File: config.mk
export PLATFORM = sky130hd
export DESIGN_NAME = alu_mul_sequencer_flat
export DESIGN_NICKNAME = d
export VERILOG_FILES = /design/src/rtl/alu_pkg.sv /design/src/rtl/alu_mul_sequencer_if.sv /design/src/rtl/alu_mul_sequencer.sv /design/src/flat_wrapper.sv
export SDC_FILE = /design/constraint.sdc
export NUM_CORES = 1
export LEC_CHECK = 0
export ABC_AREA = 1
export BUFFER_PORTS_ARGS = -buffer_cell sky130_fd_sc_hd__buf_2
export CAP_MARGIN = 20
export CELL_PAD_IN_SITES_DETAIL_PLACEMENT = 0
export CELL_PAD_IN_SITES_GLOBAL_PLACEMENT = 1
export CORE_MARGIN = 2
export CORE_UTILIZATION = 44
export CTS_BUF_LIST = sky130_fd_sc_hd__clkbuf_4
export DETAILED_ROUTE_END_ITERATION = 12
export PLACE_DENSITY_LB_ADDON = 0.3
export SLEW_MARGIN = 20
export SYNTH_ARGS = -nofsm -noshare
export SYNTH_HDL_FRONTEND = slang
export SYNTH_SLANG_ARGS = --single-unit
File: constraint.sdc
create_clock -name clk -period 6.7 [get_ports clk]
set_input_delay 1.34 -clock clk [delete_from_list [all_inputs] [get_ports clk]]
set_output_delay 1.34 -clock clk [all_outputs]
set_load 0.03 [all_outputs]
File: src/rtl/alu_pkg.sv
// Shared ALU definitions: operand width, MUL decode codes, MUL sequencer state encoding.
// Latency: n/a (types, constants and a pure decode helper only).
// Backpressure: n/a.
//
// Imported by the ALU control decoder and by alu_mul_sequencer so both agree
// on the MUL encoding and on the operand width.
package alu_pkg;

    // Operand / result-word width of the integer datapath.
    localparam int DATA_WIDTH = 24;

    // ALUOp value that decode emits for the multiply class.
    localparam logic [1:0] ALUOP_MUL = 2'b11;

    // Operation code selecting MUL within that class.
    localparam logic [3:0] OP_MUL = 4'b0101;

    // Multiply sequencer states.
    typedef enum logic [1:0] {
        IDLE = 2'd0,
        RUN  = 2'd1,
        DONE = 2'd2
    } mul_state_e;

    // True when the decoded (operation, ALUOp) pair is a MUL. Decode uses this
    // to raise start on the sequencer.
    function automatic logic is_mul_op(input logic [3:0] op, input logic [1:0] aluop);
        return (op == OP_MUL) && (aluop == ALUOP_MUL);
    endfunction

endpackage

File: src/rtl/alu_mul_sequencer_if.sv
// Decode/writeback-facing bundle of the MUL sequencer.
// Latency: n/a (wiring only).
// Backpressure: busy is the stall back to decode; there is no ready on the result.
//
// Signals:
//   start, kill      decode -> sequencer  issue / flush
//   op_a, op_b       decode -> sequencer  multiplicand / multiplier
//   busy             sequencer -> hazard  stall request
//   done             sequencer -> wb      one-cycle result strobe
//   result_lo/hi     sequencer -> wb      low / high product words
// master = decode/writeback side, slave = the sequencer.
interface alu_mul_sequencer_if #(
    parameter int DATA_WIDTH = alu_pkg::DATA_WIDTH
);
    logic                  start;
    logic                  kill;
    logic [DATA_WIDTH-1:0] op_a;
    logic [DATA_WIDTH-1:0] op_b;
    logic                  busy;
    logic                  done;
    logic [DATA_WIDTH-1:0] result_lo;
    logic [DATA_WIDTH-1:0] result_hi;

    modport master (
        output start,
        output kill,
        output op_a,
        output op_b,
        input  busy,
        input  done,
        input  result_lo,
        input  result_hi
    );

    modport slave (
        input  start,
        input  kill,
        input  op_a,
        input  op_b,
        output busy,
        output done,
        output result_lo,
        output result_hi
    );
endinterface

File: src/rtl/alu_mul_sequencer.sv
// Unsigned radix-2 shift-add multiplier for the ALU MUL op, one multiplier bit per cycle.
// Latency: accept at edge E0, DATA_WIDTH RUN cycles, done in cycle DATA_WIDTH+1 (fewer RUN cycles with MUL_EARLY_TERM_EN).
// Backpressure: busy stalls the pipeline in RUN/DONE; start outside IDLE is dropped, never queued.
//
// Ports:
//   clk     rising-edge clock
//   reset   asynchronous active-high reset
//   mul_if  slave side of alu_mul_sequencer_if (start/kill/op_a/op_b in,
//           busy/done/result_lo/result_hi out)
//
// Build option: define MUL_EARLY_TERM_EN to leave RUN as soon as the remaining
// multiplier bits are all zero. The product is unchanged because the
// multiplicand is shifted left in place, so nothing needs realigning.
//
// COUNT_WIDTH must satisfy 2**COUNT_WIDTH >= DATA_WIDTH.
module alu_mul_sequencer #(
    parameter int DATA_WIDTH  = alu_pkg::DATA_WIDTH,
    parameter int COUNT_WIDTH = 5
) (
    input  logic               clk,
    input  logic               reset,
    alu_mul_sequencer_if.slave mul_if
);
    import alu_pkg::*;

    localparam int PROD_WIDTH = 2 * DATA_WIDTH;

    // Count value during the final full-width RUN step.
    localparam logic [COUNT_WIDTH-1:0] LAST_COUNT = COUNT_WIDTH'(DATA_WIDTH - 1);

    // ------------------------------------------------------------------
    // State
    // ------------------------------------------------------------------
    mul_state_e              state_q,  state_d;
    logic [PROD_WIDTH-1:0]   acc_q,    acc_d;
    logic [PROD_WIDTH-1:0]   mcand_q,  mcand_d;
    logic [DATA_WIDTH-1:0]   mplier_q, mplier_d;
    logic [COUNT_WIDTH-1:0]  count_q,  count_d;
    logic [PROD_WIDTH-1:0]   result_q, result_d;
    logic                    busy_q,   busy_d;
    logic                    done_q,   done_d;

    // Datapath helpers for one RUN step.
    logic [PROD_WIDTH-1:0]   acc_step;
    logic [DATA_WIDTH-1:0]   mplier_shift;
    logic                    last_step;

    // ------------------------------------------------------------------
    // Next-state logic
    // ------------------------------------------------------------------
    always_comb begin
        state_d  = state_q;
        acc_d    = acc_q;
        mcand_d  = mcand_q;
        mplier_d = mplier_q;
        count_d  = count_q;
        result_d = result_q;
        done_d   = 1'b0;

        // One shift-add step. The accumulator is twice the operand width,
        // so the sum can never overflow.
        acc_step     = acc_q + (mplier_q[0] ? mcand_q : '0);
        mplier_shift = mplier_q >> 1;

`ifdef MUL_EARLY_TERM_EN
        // Stop once no set multiplier bits remain; further steps would only
        // add zero.
        last_step = (count_q == LAST_COUNT) || (mplier_shift == '0);
`else
        last_step = (count_q == LAST_COUNT);
`endif

        unique case (state_q)
            IDLE: begin
                // kill has priority over start: a flushed issue is dropped.
                if (mul_if.start && !mul_if.kill) begin
                    state_d  = RUN;
                    mcand_d  = {{DATA_WIDTH{1'b0}}, mul_if.op_a};
                    mplier_d = mul_if.op_b;
                    acc_d    = '0;
                    count_d  = '0;
                end
            end

            RUN: begin
                if (mul_if.kill) begin
                    // Abort: results keep the previous product, no done.
                    state_d = IDLE;
                end else begin
                    acc_d    = acc_step;
                    mcand_d  = mcand_q << 1;
                    mplier_d = mplier_shift;
                    count_d  = count_q + COUNT_WIDTH'(1);
                    if (last_step) begin
                        // Result and done are loaded together so that both
                        // are visible from the first DONE cycle.
                        state_d  = DONE;
                        result_d = acc_step;
                        done_d   = 1'b1;
                    end
                end
            end

            DONE: begin
                // kill here also lands in IDLE; done has already been
                // presented for this cycle and cannot be withdrawn.
                state_d = IDLE;
            end

            default: begin
                state_d = IDLE;
            end
        endcase

        // Registered stall: decode covers the accept cycle itself
        // combinationally, this flop covers RUN and DONE.
        busy_d = (state_d != IDLE);
    end

    // ------------------------------------------------------------------
    // Registers
    // ------------------------------------------------------------------
    always_ff @(posedge clk or posedge reset) begin
        if (reset) begin
            state_q  <= IDLE;
            acc_q    <= '0;
            mcand_q  <= '0;
            mplier_q <= '0;
            count_q  <= '0;
            result_q <= '0;
            busy_q   <= 1'b0;
            done_q   <= 1'b0;
        end else begin
            state_q  <= state_d;
            acc_q    <= acc_d;
            mcand_q  <= mcand_d;
            mplier_q <= mplier_d;
            count_q  <= count_d;
            result_q <= result_d;
            busy_q   <= busy_d;
            done_q   <= done_d;
        end
    end

    // ------------------------------------------------------------------
    // Outputs: all straight from flops, no input-to-output paths.
    // ------------------------------------------------------------------
    assign mul_if.busy      = busy_q;
    assign mul_if.done      = done_q;
    assign mul_if.result_lo = result_q[DATA_WIDTH-1:0];
    assign mul_if.result_hi = result_q[PROD_WIDTH-1:DATA_WIDTH];

endmodule

File: src/flat_wrapper.sv
// flat-port wrapper written by rule: the top's interface ports become plain ports
module alu_mul_sequencer_flat import alu_pkg::*;
#(
    parameter int DATA_WIDTH  = alu_pkg::DATA_WIDTH,
    parameter int COUNT_WIDTH = 5
)
  (clk, reset, mul_if_start, mul_if_kill, mul_if_op_a, mul_if_op_b, mul_if_busy, mul_if_done, mul_if_result_lo, mul_if_result_hi);
  alu_mul_sequencer_if #(.DATA_WIDTH(DATA_WIDTH)) mul_if_i ();
  input  logic clk;
  input  logic reset;
  input wire logic [$bits(mul_if_i.start)-1:0] mul_if_start;
  input wire logic [$bits(mul_if_i.kill)-1:0] mul_if_kill;
  input wire logic [$bits(mul_if_i.op_a)-1:0] mul_if_op_a;
  input wire logic [$bits(mul_if_i.op_b)-1:0] mul_if_op_b;
  output wire logic [$bits(mul_if_i.busy)-1:0] mul_if_busy;
  output wire logic [$bits(mul_if_i.done)-1:0] mul_if_done;
  output wire logic [$bits(mul_if_i.result_lo)-1:0] mul_if_result_lo;
  output wire logic [$bits(mul_if_i.result_hi)-1:0] mul_if_result_hi;
  assign mul_if_i.start = mul_if_start;
  assign mul_if_i.kill = mul_if_kill;
  assign mul_if_i.op_a = mul_if_op_a;
  assign mul_if_i.op_b = mul_if_op_b;
  assign mul_if_busy = mul_if_i.busy;
  assign mul_if_done = mul_if_i.done;
  assign mul_if_result_lo = mul_if_i.result_lo;
  assign mul_if_result_hi = mul_if_i.result_hi;
  alu_mul_sequencer #(.DATA_WIDTH(DATA_WIDTH), .COUNT_WIDTH(COUNT_WIDTH)) u_core (.clk(clk), .reset(reset), .mul_if(mul_if_i));
endmodule
# [Word-level counts from Yosys, hierarchy flattened]
# Cells that the tools add are included.
[totals] ff_bits=177 inputBits=52 output_inout_bits=50 elab_cells=42
[op_classes] addsub=2 eq_ne=4 muxes=20 n_bitwise=1 reduce_logical=7
[ops] op="$mux 48" count=5
[ops] op="$pmux 48 s2" count=2
[ops] op="$add 48x48->48" count=1
[ops] op="$mux 24" count=2
[ops] op="$pmux 24 s2" count=1
[ops] op="$mux 5" count=2
[ops] op="$pmux 5 s2" count=1
[ops] op="$mux 2" count=3
[ops] op="$reduce_and 3->1" count=2
[ops] op="$add 5x1->5 const B" count=1
[ops] op="$eq 5x5->1 const B" count=1
[ops] op="$pmux 2 s2" count=1
[ops] op="$reduce_bool 2->1" count=2
[ops] op="$mux 1" count=3
[ops] op="$eq 2x1->1 const B" count=1
[ops] op="$logic_not 2->1" count=1
[ops] op="$ne 2x1->1 const B" count=1
[ops] op="$ne 2x2->1 const B" count=1
[ops] op="$logic_and 1x1->1" count=1
[ops] op="$logic_not 1->1" count=1
[ops] op="$not 1->1" count=1

# [Depth between registers and ports, before layout]
[logic_depth] depth_word=5 ltp_mapped=19 ltp_nobuf=17

# [Least setup slack after synthesis]
# OpenSTA, ideal clock, no wires.
[synth_path] path_type="reg-to-reg" start="register u_core.mplier_q[0]" end="register u_core.acc_q[40]" setup_ns=0.118 arrival_time_ns=2.529 t_required_ns=6.582 path_slack_ns=4.053 path_stages_with_launch=20 n_path_buf=2 cell_sequence="dfrtp_1 clkbuf_1 clkbuf_1 nand2_1 inv_1 ha_1 inv_1 fa_1 inv_1 nand3_1 nand3_1 nand2_1 nand2_1 nand2_1 nand3_1 nand2_1 nand2_1 nand2_1 nand3_1 nand2_1"
[synth_via] elab_chain_cells=4
[synth_lines] item="from (decl)" line="alu_mul_sequencer.sv:37" source="logic [DATA_WIDTH-1:0] mplier_q, mplier_d;"
[synth_lines] item="from (signal assigned)" line="alu_mul_sequencer.sv:137" source="mplier_q <= mplier_d;"
[synth_lines] item="$mux 48" line="alu_mul_sequencer.sv:62" source="acc_step = acc_q + (mplier_q[0] ? mcand_q : '0);"
[synth_lines] item="$add 48x48->48" line="alu_mul_sequencer.sv:62"
[synth_lines] item="$mux 48" line="alu_mul_sequencer.sv:86" source="if (mul_if.kill) begin"
[synth_lines] item="$pmux 48 s2" line="alu_mul_sequencer.sv:73" source="unique case (state_q)"
[synth_lines] item="to (signal assigned)" line="alu_mul_sequencer.sv:126" source="acc_q <= '0;"
[synth_lines] item="to (signal assigned)" line="alu_mul_sequencer.sv:135" source="acc_q <= acc_d;"
[synth_lines] item="to (decl)" line="alu_mul_sequencer.sv:35" source="logic [PROD_WIDTH-1:0] acc_q, acc_d;"
# No other way between the ends. The select of a mux whose other input is x is not followed.
# A chain may end at the register's enable or synchronous reset.

# [Final worst setup path]
[layout_path] start="register u_core.mplier_q[0]" end="register u_core.result_q[40]"
[layout_via] elab_chain_cells=2
[layout_lines] item="$mux 48" line="alu_mul_sequencer.sv:62"
[layout_lines] item="$add 48x48->48" line="alu_mul_sequencer.sv:62"
[layout_lines] item="to (signal assigned)" line="alu_mul_sequencer.sv:139" source="result_q <= result_d;"
[layout_lines] item="to (decl)" line="alu_mul_sequencer.sv:39" source="logic [PROD_WIDTH-1:0] result_q, result_d;"
# No other way between the ends.

==> flow_summary.toml <==
[layout]
instances_no_fill = 2181
nets = 1933
layout-drive-gt1-share_pct = 8.51
fillers = 2783
finish.utilization_pct = 48.8
regArea_um2 = 4430
multi_input_area_um2 = 5680
area_growth_pct = 9.73

[detailed_routing]
ant_nets = 0
wirelength_mm = 32.6
via_per_inst = 4.87
drt_iter0_drc = 952
num_vias = 10628
post_drt_wl_per_cell_um = 15.0
first_pass_iters = 6
drc = 0

[pwr]
power.density_nw_per_um2 = 250
p_clk_share_pct = 22.4
power_frac_seq_pct = 42.3
vdd_ir_drop_max_v = 0.000125
leakagePower_nw = 7.47
switchingPower_mw = 1.34
combPwrFrac_pct = 35.3
swShare_pct = 42.3
p_int_mw = 1.82

[die]
fp-row-count = 59
die_y_um = 166
core_area_um2 = 25800
start_util_pct = 44.5
top_level_ports = 102
dieArea_um2 = 27400
die_width_um = 166

[min_path]
hold_path.class = "reg2reg"
hold_depth = 1
min_from = "u_core.count_q[4]"
holdPathEnd = "u_core.count_q[4]"

[global_route]
antenna_found_initial = 1
met3_usage_pct = 3.46
grtUsageMet2_pct = 36.0
grtUsageTotal_pct = 24.4
grt-ovfl-total = 0
grt_pass1_wl_mm = 53.7
grt_busiest_layer = "met1"
grt_pass1_vias = 10188
grt_max_degree = 128
use_met1_pct = 37.7

[cts]
post_cts_buffers = 0
root_buffer = "clkbuf_4"
clkTransAtPathRegs_ns = 0.18
cts_sinks = 177
clockBufferDepth = 2
clk_latency_ns = 0.62
holdBufCountCts = 0
cts_resized = 0
cts_tree = "done"
ctsHtreeMaxLevel = 4
cts_buffers = 17

[placed_design]
io_buffers = 101
placedCellCount = 2147
hpwl_mm = 24.3
place_congestion = 0.969

[setup_path]
crit_path_start_kind = "flip-flop"
r2r_slack_ns = 3.16
slowest_delay_ns = 0.90
crit_path_frequent_cell = "nand2_1"
critPathKind = "reg2reg"
critPathArrivalTime_ns = 4.07
r2r-start = "u_core.mplier_q[0]"
r2r.worst_path.cells = 18
worst_ep_required_time_ns = 7.23
crit_path_max_fanout = 29
worstSetupEndpointType = "flip-flop"
cp_cell_sequence = "buf_4 -> nand2_1 -> inv_1 -> ha_1 -> inv_1 -> fa_1 -> inv_1 -> nand3_1 -> nand3_1 -> nand2_1 -> nand2_1 -> nand2_1 -> nand3_1 -> nand2_1 -> nand2_1 -> nand2_1 -> nand3_1 -> nand2_1"
cp_slowest_cell = "dfrtp_1"
regToRegEndpoint = "u_core.result_q[40]"

[synthesis]
synth_compound_area_share_pct = 8.31
synth-edff-count = 0
yosys_warnings = 0
syn-num-nets = 1858
synth_fa_ha_area_share_pct = 5.40
syn_avg_cell_area_um2 = 6.55
synth_cell_types = 33
synth-main-ff-cell = "dfrtp_1"
synth_top_cell_area_share_pct = 38.5
synth-seq-cells = 177
syn_area_um2 = 11500
yosys.area.top_type = "dfrtp_1"
ys_top_cells_by_area = "dfrtp_1 (39%), nand2_1 (24%), inv_1 (9.9%)"
ys_async_sr_fraction_pct = 100
synth_xor_area_share_pct = 1.37
synth_mux_area_share_pct = 0
synthSimpleGateAreaFrac_pct = 34.3
synth_top_family_by_area = "simple AND/OR/NAND/NOR gates"
ys_seq_area_share_pct = 38.5
syn_inst = 1757

[sta]
max_freq_mhz = 283
hold_viol = 0
maxSlewHeadroom_pct = 35.3
tightest_slew_ns = 0.970
setup_viol = 0
slew_violations = 0
timing.final.crit_period_ns = 3.54
period_share_pct = 52.8
rsz0062_at_grt = "false"
timing.setup.tns_ns = 0
fin_skew_ns = 0.0271

[status]
status = "finished, final reports clean"

[flow_run]
max_cap_viol_count = 0
cell usage after synthesis, drive strengths merged, types with 2 or more instances:
master and count:
nor4 2, o21bai 3, clkbuf 25, a21o 2
xnor2 17, a31oi 24, ha 48, nand3b 9
nor3 8, nand3 100, o21ai 87, buf 28
inv 307, a21oi 32, nand4 10, or2 7
o211ai 21, nand2 732, dfrtp 177, nor2 113
sequential cells by signal, summed over array words and instances (netlist names):
register and flops:
u_core.acc_q 48, u_core.count_q 5, u_core.mcand_q 48, u_core.mplier_q 24, u_core.mul_if.busy 1, u_core.mul_if.done 1
u_core.result_q 48, u_core.state_q 2
per-layer routing:
metal  share of wire [%]  wire, um
met1                  52     16800
met2                  42     13700
met3                 4.9      1590
met4                 1.6       532
met5                   0         0
final cells by class:
cell class                      instances  area share [%]
Sequential cell                       177            35.1
Timing Repair Buffer                  109            4.64
Tap cell                              335            3.32
Clock buffer                           17            1.01
Clock inverter                         15            1.68
Inverter                              307            9.19
Multi-Input combinational cell       1220            45.0
Antenna cell                            1          0.0198
critical path, delay by kind of cell, from the launching register on:
family | cells | cell delay (ns)
buffers and inverters | 4 | 0.66
flip-flops | 1 | 0.90
adder cells (fa/ha/maj) | 2 | 0.57
AND/OR/NAND/NOR | 12 | 1.32
cells in the final DEF, fill, tap and decap left out, types with 2 or more instances in the layout:
cell | synthesis | final
a21o_1 | 2 | 2
a21oi_1 | 32 | 32
a31oi_1 | 24 | 24
buf_2 | 22 | 101
buf_4 | 1 | 7
clkbuf_4 | 0 | 17
clkinv_8 | 0 | 6
dfrtp_1 | 177 | 177
ha_1 | 48 | 48
inv_1 | 304 | 303
inv_12 | 0 | 2
inv_2 | 3 | 3
inv_6 | 0 | 4
inv_8 | 0 | 2
nand2_1 | 732 | 731
nand3_1 | 100 | 100
nand3b_1 | 9 | 9
nand4_1 | 10 | 10
nor2_1 | 109 | 109
nor2_8 | 2 | 2
nor3_1 | 8 | 8
nor4_1 | 2 | 2
o211ai_1 | 21 | 21
o21ai_0 | 77 | 77
o21ai_1 | 10 | 10
o21bai_1 | 3 | 3
or2_2 | 7 | 7
xnor2_1 | 17 | 17
cells by family (layout without fill, tap and decap cells):
family          after synthesis  in the layout
simple gates                982            982
buf+inv                     360            448
flops                       177            177
compound gates              171            171
fa+ha+maj                    49             49
xor+xnor                     18             18
other cells                   0              1
worst max-delay path by stage:
stage               cells past startpoint  slack, ns                from             endpoint
floorplan                               1       0.56               reset      u_core.acc_q[0]
global placement                       18       3.26  u_core.mplier_q[0]  u_core.result_q[40]
detailed placement                     18       3.18  u_core.mplier_q[0]  u_core.result_q[40]
CTS                                    18       3.18  u_core.mplier_q[0]  u_core.result_q[40]
global route                           18       2.88  u_core.mplier_q[0]     u_core.acc_q[40]
finish                                 18       3.16  u_core.mplier_q[0]  u_core.result_q[40]
power groups by stage:
stage                     Clock (mW)  Combinational (mW)  Sequential (mW)
final                          0.706                1.12             1.34
after CTS                      0.727                1.11             1.34
after detailed placement           0                1.11             1.35
after global placement             0                1.10             1.35
after global routing           0.770                1.27             1.36
after floorplan                    0               0.834             1.32
metrics by stage:
stage               hold slack [ns]  total power [mW]  worst slack, ns  instance area [um^2]
finish                        0.474              3.16             3.16                 12600
global route                  0.527              3.40             2.88                 12600
CTS                           0.474              3.18             3.18                 12600
detailed placement            0.452              2.46             3.18                 12300
global placement              0.449              2.45             3.26                 12300
floorplan                     0.434              2.15            0.558                 11500
No activity file was read; power rests on OpenSTA's default activity.
